===== config.mk =====
export PLATFORM = sky130hd
export DESIGN_NAME = blink_sequencer_flat
export DESIGN_NICKNAME = d
export VERILOG_FILES = /design/src/rtl/blink_sequencer_if.sv /design/src/rtl/blink_sequencer.sv /design/src/flat_wrapper.sv
export SDC_FILE = /design/constraint.sdc
export NUM_CORES = 1
export LEC_CHECK = 0
export CAP_MARGIN = 0
export CORE_ASPECT_RATIO = 1.5
export CORE_UTILIZATION = 55
export CTS_CLUSTER_DIAMETER = 100
export DETAILED_ROUTE_END_ITERATION = 10
export GPL_ROUTABILITY_DRIVEN = 0
export PLACE_DENSITY = 0.73
export SYNTH_ARGS = -nofsm -noshare
export SYNTH_HDL_FRONTEND = slang
export SYNTH_SLANG_ARGS = --single-unit

===== constraint.sdc =====
create_clock -name clock -period 3.83 [get_ports clock]
set_input_delay 0.383 -clock clock [delete_from_list [all_inputs] [get_ports clock]]
set_output_delay 0.383 -clock clock [all_outputs]
set_load 0.03 [all_outputs]

===== src/rtl/blink_sequencer_if.sv =====
// blink_sequencer configuration/control bundle.
// master = config source, slave = sequencer.
interface blink_sequencer_if #(
  parameter int AW        = 3,
  parameter int DUR_WIDTH = 16
);
  logic                 cfg_we;
  logic [AW-1:0]        cfg_addr;
  logic                 cfg_level;
  logic [DUR_WIDTH-1:0] cfg_duration;
  logic [AW-1:0]        last_step;
  logic                 loop;
  logic                 start;
  logic                 stop;
  logic                 led;
  logic                 busy;
  logic [AW-1:0]        step;
  logic                 done;

  modport master (
    output cfg_we,
    output cfg_addr,
    output cfg_level,
    output cfg_duration,
    output last_step,
    output loop,
    output start,
    output stop,
    input  led,
    input  busy,
    input  step,
    input  done
  );

  modport slave (
    input  cfg_we,
    input  cfg_addr,
    input  cfg_level,
    input  cfg_duration,
    input  last_step,
    input  loop,
    input  start,
    input  stop,
    output led,
    output busy,
    output step,
    output done
  );
endinterface


===== src/rtl/blink_sequencer.sv =====
// Table-driven blink pattern sequencer.
// Walks {level, duration} steps on a prescaled tick.
module blink_sequencer #(
  parameter int PRESCALE  = 10000,
  parameter int DUR_WIDTH = 16,
  parameter int STEPS     = 8
) (
  input  logic               clock,
  input  logic               reset,
  blink_sequencer_if.slave   bus
);
  localparam int AW = $clog2(STEPS);
  localparam int PW = (PRESCALE > 1) ?
                      $clog2(PRESCALE) : 1;
  localparam logic [PW-1:0] PRE_MAX =
    PW'(PRESCALE - 1);

  typedef enum logic {
    IDLE,
    RUN
  } state_e;

  state_e               state_q, state_d;
  logic [STEPS-1:0]     lvl_q, lvl_d;
  logic [DUR_WIDTH-1:0] dur_q [STEPS];
  logic [DUR_WIDTH-1:0] dur_d [STEPS];
  logic                 wlvl_q, wlvl_d;
  logic [DUR_WIDTH-1:0] wdur_q, wdur_d;
  logic [PW-1:0]        pre_q, pre_d;
  logic [DUR_WIDTH-1:0] cnt_q, cnt_d;
  logic [AW-1:0]        step_q, step_d;
  logic [AW-1:0]        last_q, last_d;
  logic                 loop_q, loop_d;
  logic                 led_q, led_d;
  logic                 busy_q, busy_d;
  logic                 done_q, done_d;

  logic                 tick;
  logic                 step_end;
  logic                 enter;
  logic [AW-1:0]        nxt;

  // Pattern table writes, accepted in any state.
  always_comb begin
    lvl_d = lvl_q;
    dur_d = dur_q;
    if (bus.cfg_we) begin
      lvl_d[bus.cfg_addr] = bus.cfg_level;
      dur_d[bus.cfg_addr] = bus.cfg_duration;
    end
  end

  assign tick = (state_q == RUN) &&
                (pre_q == PRE_MAX);
  assign step_end = tick && (cnt_q == wdur_q);

  // Next-state, step walk and output decode.
  always_comb begin
    state_d = state_q;
    wlvl_d  = wlvl_q;
    wdur_d  = wdur_q;
    pre_d   = pre_q;
    cnt_d   = cnt_q;
    step_d  = step_q;
    last_d  = last_q;
    loop_d  = loop_q;
    done_d  = 1'b0;
    enter   = 1'b0;
    nxt     = '0;

    unique case (state_q)
      IDLE: begin
        if (bus.start && !bus.stop) begin
          state_d = RUN;
          last_d  = bus.last_step;
          loop_d  = bus.loop;
          enter   = 1'b1;
          nxt     = '0;
        end
      end
      RUN: begin
        if (bus.stop) begin
          state_d = IDLE;
        end else begin
          pre_d = tick ? '0 : pre_q + 1'b1;
          if (tick) begin
            cnt_d = cnt_q + 1'b1;
          end
          if (step_end) begin
            if (step_q != last_q) begin
              enter = 1'b1;
              nxt   = step_q + 1'b1;
            end else if (loop_q) begin
              enter = 1'b1;
              nxt   = '0;
            end else begin
              state_d = IDLE;
              done_d  = 1'b1;
            end
          end
        end
      end
    endcase

    // Working copy is taken at step entry, so
    // a table write to the live step waits for
    // the next visit.
    if (enter) begin
      step_d = nxt;
      wlvl_d = lvl_q[nxt];
      wdur_d = dur_q[nxt];
      cnt_d  = '0;
    end

    if (state_d == IDLE) begin
      step_d = '0;
      pre_d  = '0;
      cnt_d  = '0;
    end else if (state_q == IDLE) begin
      pre_d = '0;
    end

    busy_d = (state_d == RUN);
    led_d  = (state_d == RUN) && wlvl_d;
  end

  // All state and registered outputs.
  always_ff @(posedge clock) begin
    if (reset) begin
      state_q <= IDLE;
      lvl_q   <= '0;
      dur_q   <= '{default: '0};
      wlvl_q  <= 1'b0;
      wdur_q  <= '0;
      pre_q   <= '0;
      cnt_q   <= '0;
      step_q  <= '0;
      last_q  <= '0;
      loop_q  <= 1'b0;
      led_q   <= 1'b0;
      busy_q  <= 1'b0;
      done_q  <= 1'b0;
    end else begin
      state_q <= state_d;
      lvl_q   <= lvl_d;
      dur_q   <= dur_d;
      wlvl_q  <= wlvl_d;
      wdur_q  <= wdur_d;
      pre_q   <= pre_d;
      cnt_q   <= cnt_d;
      step_q  <= step_d;
      last_q  <= last_d;
      loop_q  <= loop_d;
      led_q   <= led_d;
      busy_q  <= busy_d;
      done_q  <= done_d;
    end
  end

  assign bus.led  = led_q;
  assign bus.busy = busy_q;
  assign bus.step = step_q;
  assign bus.done = done_q;

endmodule

===== src/flat_wrapper.sv =====
// flat-port wrapper written by rule: the top's interface ports become plain ports
module blink_sequencer_flat 
#(
  parameter int PRESCALE  = 10000,
  parameter int DUR_WIDTH = 16,
  parameter int STEPS     = 8
)
  (clock, reset, bus_cfg_we, bus_cfg_addr, bus_cfg_level, bus_cfg_duration, bus_last_step, bus_loop, bus_start, bus_stop, bus_led, bus_busy, bus_step, bus_done);
  blink_sequencer_if #(.DUR_WIDTH(DUR_WIDTH)) bus_i ();
  input  logic clock;
  input  logic reset;
  input wire logic [$bits(bus_i.cfg_we)-1:0] bus_cfg_we;
  input wire logic [$bits(bus_i.cfg_addr)-1:0] bus_cfg_addr;
  input wire logic [$bits(bus_i.cfg_level)-1:0] bus_cfg_level;
  input wire logic [$bits(bus_i.cfg_duration)-1:0] bus_cfg_duration;
  input wire logic [$bits(bus_i.last_step)-1:0] bus_last_step;
  input wire logic [$bits(bus_i.loop)-1:0] bus_loop;
  input wire logic [$bits(bus_i.start)-1:0] bus_start;
  input wire logic [$bits(bus_i.stop)-1:0] bus_stop;
  output wire logic [$bits(bus_i.led)-1:0] bus_led;
  output wire logic [$bits(bus_i.busy)-1:0] bus_busy;
  output wire logic [$bits(bus_i.step)-1:0] bus_step;
  output wire logic [$bits(bus_i.done)-1:0] bus_done;
  assign bus_i.cfg_we = bus_cfg_we;
  assign bus_i.cfg_addr = bus_cfg_addr;
  assign bus_i.cfg_level = bus_cfg_level;
  assign bus_i.cfg_duration = bus_cfg_duration;
  assign bus_i.last_step = bus_last_step;
  assign bus_i.loop = bus_loop;
  assign bus_i.start = bus_start;
  assign bus_i.stop = bus_stop;
  assign bus_led = bus_i.led;
  assign bus_busy = bus_i.busy;
  assign bus_step = bus_i.step;
  assign bus_done = bus_i.done;
  blink_sequencer #(.PRESCALE(PRESCALE), .DUR_WIDTH(DUR_WIDTH), .STEPS(STEPS)) u_core (.clock(clock), .reset(reset), .bus(bus_i));
endmodule

==> key figures <==
Clock network
  • CTS tree: yes
  • Clock sink count: 193
  • Setup Fix Bufs, Post-CTS: 0
  • Post_cts resized: 0
  • Root buffer cell: clkbuf_16
  • Worst-path clk slew: 70 ps
  • Max Buffers Root-to-Sink: 2
  • Hold-fix buffers, CTS: 0
  • Clk_lat worst skew: 440 ps
  • H-tree Lvls: 4
  • CTS Buf Count: 17

Final layout
  • Final net count: 1,115
  • Fin area: 0.009744 mm^2
  • P&R area growth vs syn: 11.96%
  • Share of post-route cells with drive strength above 1: 7.755%
  • Util after Layout: 62.64%
  • Ant diodes: 0
  • Layout filler cell count: 1,447
  • Non-Filler Instances: 1,299

Power and ir drop
  • Sw Pwr: 941.4 uW
  • P_int: 3.361 mW
  • Gate power share: 5.3%
  • Leakage power: 3.240 nW
  • Peak VDD IR: 0.3183 mV
  • Switch share: 21.88%
  • Pwr Density: 441.5 mW/mm^2
  • Clock share of power: 46.9%
  • Reg power frac: 47.8%
  • Tot Pwr: 4.303 mW

Worst setup path
  • Slowest stage cell, crit path: nor4_4
  • WP data required: 4130 ps
  • Critical Path Source: u_core.cnt_q[4]$_SDFFE_PP0P_
  • CP cell instances: xnor2_1, nand4_1, nor4_4, a2111o_1, inv_1, nand3_1, nor2_1
  • Worst Setup End Kind: flip-flop
  • Critical path's top delay family: simple AND/OR/NAND/NOR gates
  • Worst Path Arrival: 3070 ps
  • Worst path bufs/invs: 1
  • Kind of critical path: reg2reg
  • CP Launch Type: flip-flop
  • RR Startpoint: u_core.cnt_q[4]$_SDFFE_PP0P_
  • Critical Path Max Stage Delay: 760 ps
  • Worst-path fanout max: 17

Place
  • Dpl cell area: 0.009069 mm^2
  • Placed instance count: 1,267
  • Port Buffer Count: 34
  • DP Wirelength: 14.57 mm

Yosys
  • Avg Cell Area, Syn: 7.891 um^2
  • Seq/Total Area, Yosys: 44.39%
  • Net count after synthesis: 1,135
  • Netlist Area Pre-Place: 0.008703 mm^2
  • Distinct cell type count after synthesis: 44
  • Yosys reg bits: 193
  • Yosys top cell by area: dfxtp_1
  • Synth warn: 0
  • Syn Inst Count: 1,103
  • Post-synth top area share: 44.39%
  • Top cells by area, synth: dfxtp_1 (44%), nand2_1 (13%), a21oi_1 (9.0%), xnor2_1 (3.4%), clkbuf_1 (2.8%)

Die
  • Core area: 0.01555 mm^2
  • Height of the die: 156.1 um
  • Die ar.: 0.01634 mm^2
  • Chip width: 104.7 um
  • Top-Level Pins: 35
  • Cell Rows: 56
  • Initial Util: 55.95%

GRT
  • GRT Util Overall: 28.15%
  • Largest net degree at the start of global routing: 93
  • First-pass GRT wire length: 36.08 mm
  • Antenna violations before repair: 0
  • Gr ovfl total: 0
  • Vias in the first global route: 6,927

Drt
  • Via count: 7,477
  • Iteration-0 DRC Markers: 474
  • Drt pass-1 iters: 8
  • Final wirelength: 22.14 mm
  • Post-route ant nets: 0
  • Drc violations: 2
  • Vias/cell: 5.756
  • Avg WL per Cell: 17.04 um

Run
  • Max cap viols: 0

Timing
  • Final cycle utilization of the critical path: 72.28%
  • Slew Limit Fails: 0
  • Setup Total Neg Slack: 0 ps
  • Final setup viols: 0
  • FMAX: 0.3612 GHz
  • RSZ-0062 raised after global routing: false
  • Period minus WS final: 2768 ps
  • Final hold vios: 0
  • Max_slew headroom: 34.19%
  • Skew final: 9.755 ps
  • Worst slew pin tran: 987.1 ps

Outcome
  • Result of the run: complete, but fails checks
  • Failing checks: DRC

Min path
  • Worst hold start: reset
  • Hold Crit Class: in2reg
[flip-flops by register name, indices dropped and copies added (netlist names), 3 cells and up]
name	count
u_core.pre_q	14
u_core.wdur_q	16
u_core.lvl_q	8
u_core.last_q	3
u_core.cnt_q	16
u_core.dur_q	128
u_core.bus.step	3
[synthesized netlist by cell type, drive strengths merged]
library cell	n
a2111o	1
a21oi	156
nor3	35
clkbuf	81
a22oi	2
and2	3
or4	1
o211ai	34
nand4	9
and4b	2
nand2b	4
ha	3
a21o	1
nand2	292
nor3b	2
buf	11
or3	2
dfxtp	193
and3	32
mux2	16
nor4b	2
nor2b	7
o21ai	1
or3b	1
inv	2
a21boi	18
nor2	66
nand3	12
mux2i	23
xor2	15
xnor2	34
nor4	18
and4	5
nand4b	1
a31oi	18
[metrics by stage]
stage | hold slack (ps) | worst slack [ps]
2_1_floorplan | 431.1 | 1311
3_3_place_gp | 438.0 | 836.6
3_5_place_dp | 442.3 | 767.9
4_1_cts | 451.5 | 998.0
5_1_grt | 467.1 | 760.2
6_report | 449.1 | 1062
[cells in the final DEF (no fill, tap or decap), types with 15 or more instances in the layout]
cell,instances
nand2_1,292
nor4_1,17
clkdlybuf4s50_1,33
a31oi_1,18
xnor2_1,34
a21boi_0,18
and3_1,32
a21oi_1,156
buf_4,20
xor2_1,15
mux2_2,16
nor3_1,33
clkbuf_16,17
dfxtp_1,192
o211ai_1,25
nor2_1,66
mux2i_1,23
[power groups by stage]
stage	sequential, mW	clock, mW	combinational (mW)
detailed placement	2.10	0	0.226
floorplan	2.10	0	0.153
finish	2.06	2.02	0.228
global placement	2.10	0	0.225
CTS	2.06	2.04	0.227
global route	2.06	2.13	0.249
[metal layers]
metal	GRT usage, %	routed length [um]
met5	0	0
met4	12.21	714
met3	4.678	1139
met2	48.50	11040
met1	34.59	9246
[worst reg2reg max path: stages (launching register included)]
cell and delay (ps):
dfxtp_1 440, xnor2_1 150, nand4_1 260, nor4_4 760
a2111o_1 390, inv_1 110, nand3_1 430, nor2_1 110
[worst paths after layout]
path / to / slack (ps) / cells after the start
worst max register to register: u_core.pre_q[13]$_SDFFE_PP0N_ / 1060 / 7
worst min register to register: u_core.dur_q[101]$_SDFFE_PP0P_ / 450 / 2
worst min-delay path: u_core.last_q[2]$_SDFFE_PP0P_ / 450 / 2
worst max-delay path: u_core.pre_q[13]$_SDFFE_PP0N_ / 1060 / 7
[area by class of cell]
type                       count  area [um^2]  area share [%]
clock buffer                  20        446.7           4.584
clock inverter                12        229.0           2.350
inverter                       2        7.507         0.07704
multi-input combinational    816         4462           45.79
sequential                   193         3865           39.66
tap                          203        254.0           2.607
timing repair buffer          53        480.5           4.931
[cells by family after synthesis]
kind of cell               synth area share (%)
AOI/OAI and AO/OA                         15.71
xor gates and xnor gates                  4.931
adders and majority gates                0.4313
buffers and inverters                     4.615
DFF                                       44.39
muxes                                     4.715
and+or+nand+nor                           25.20
Power figures use the tool's default switching activity.
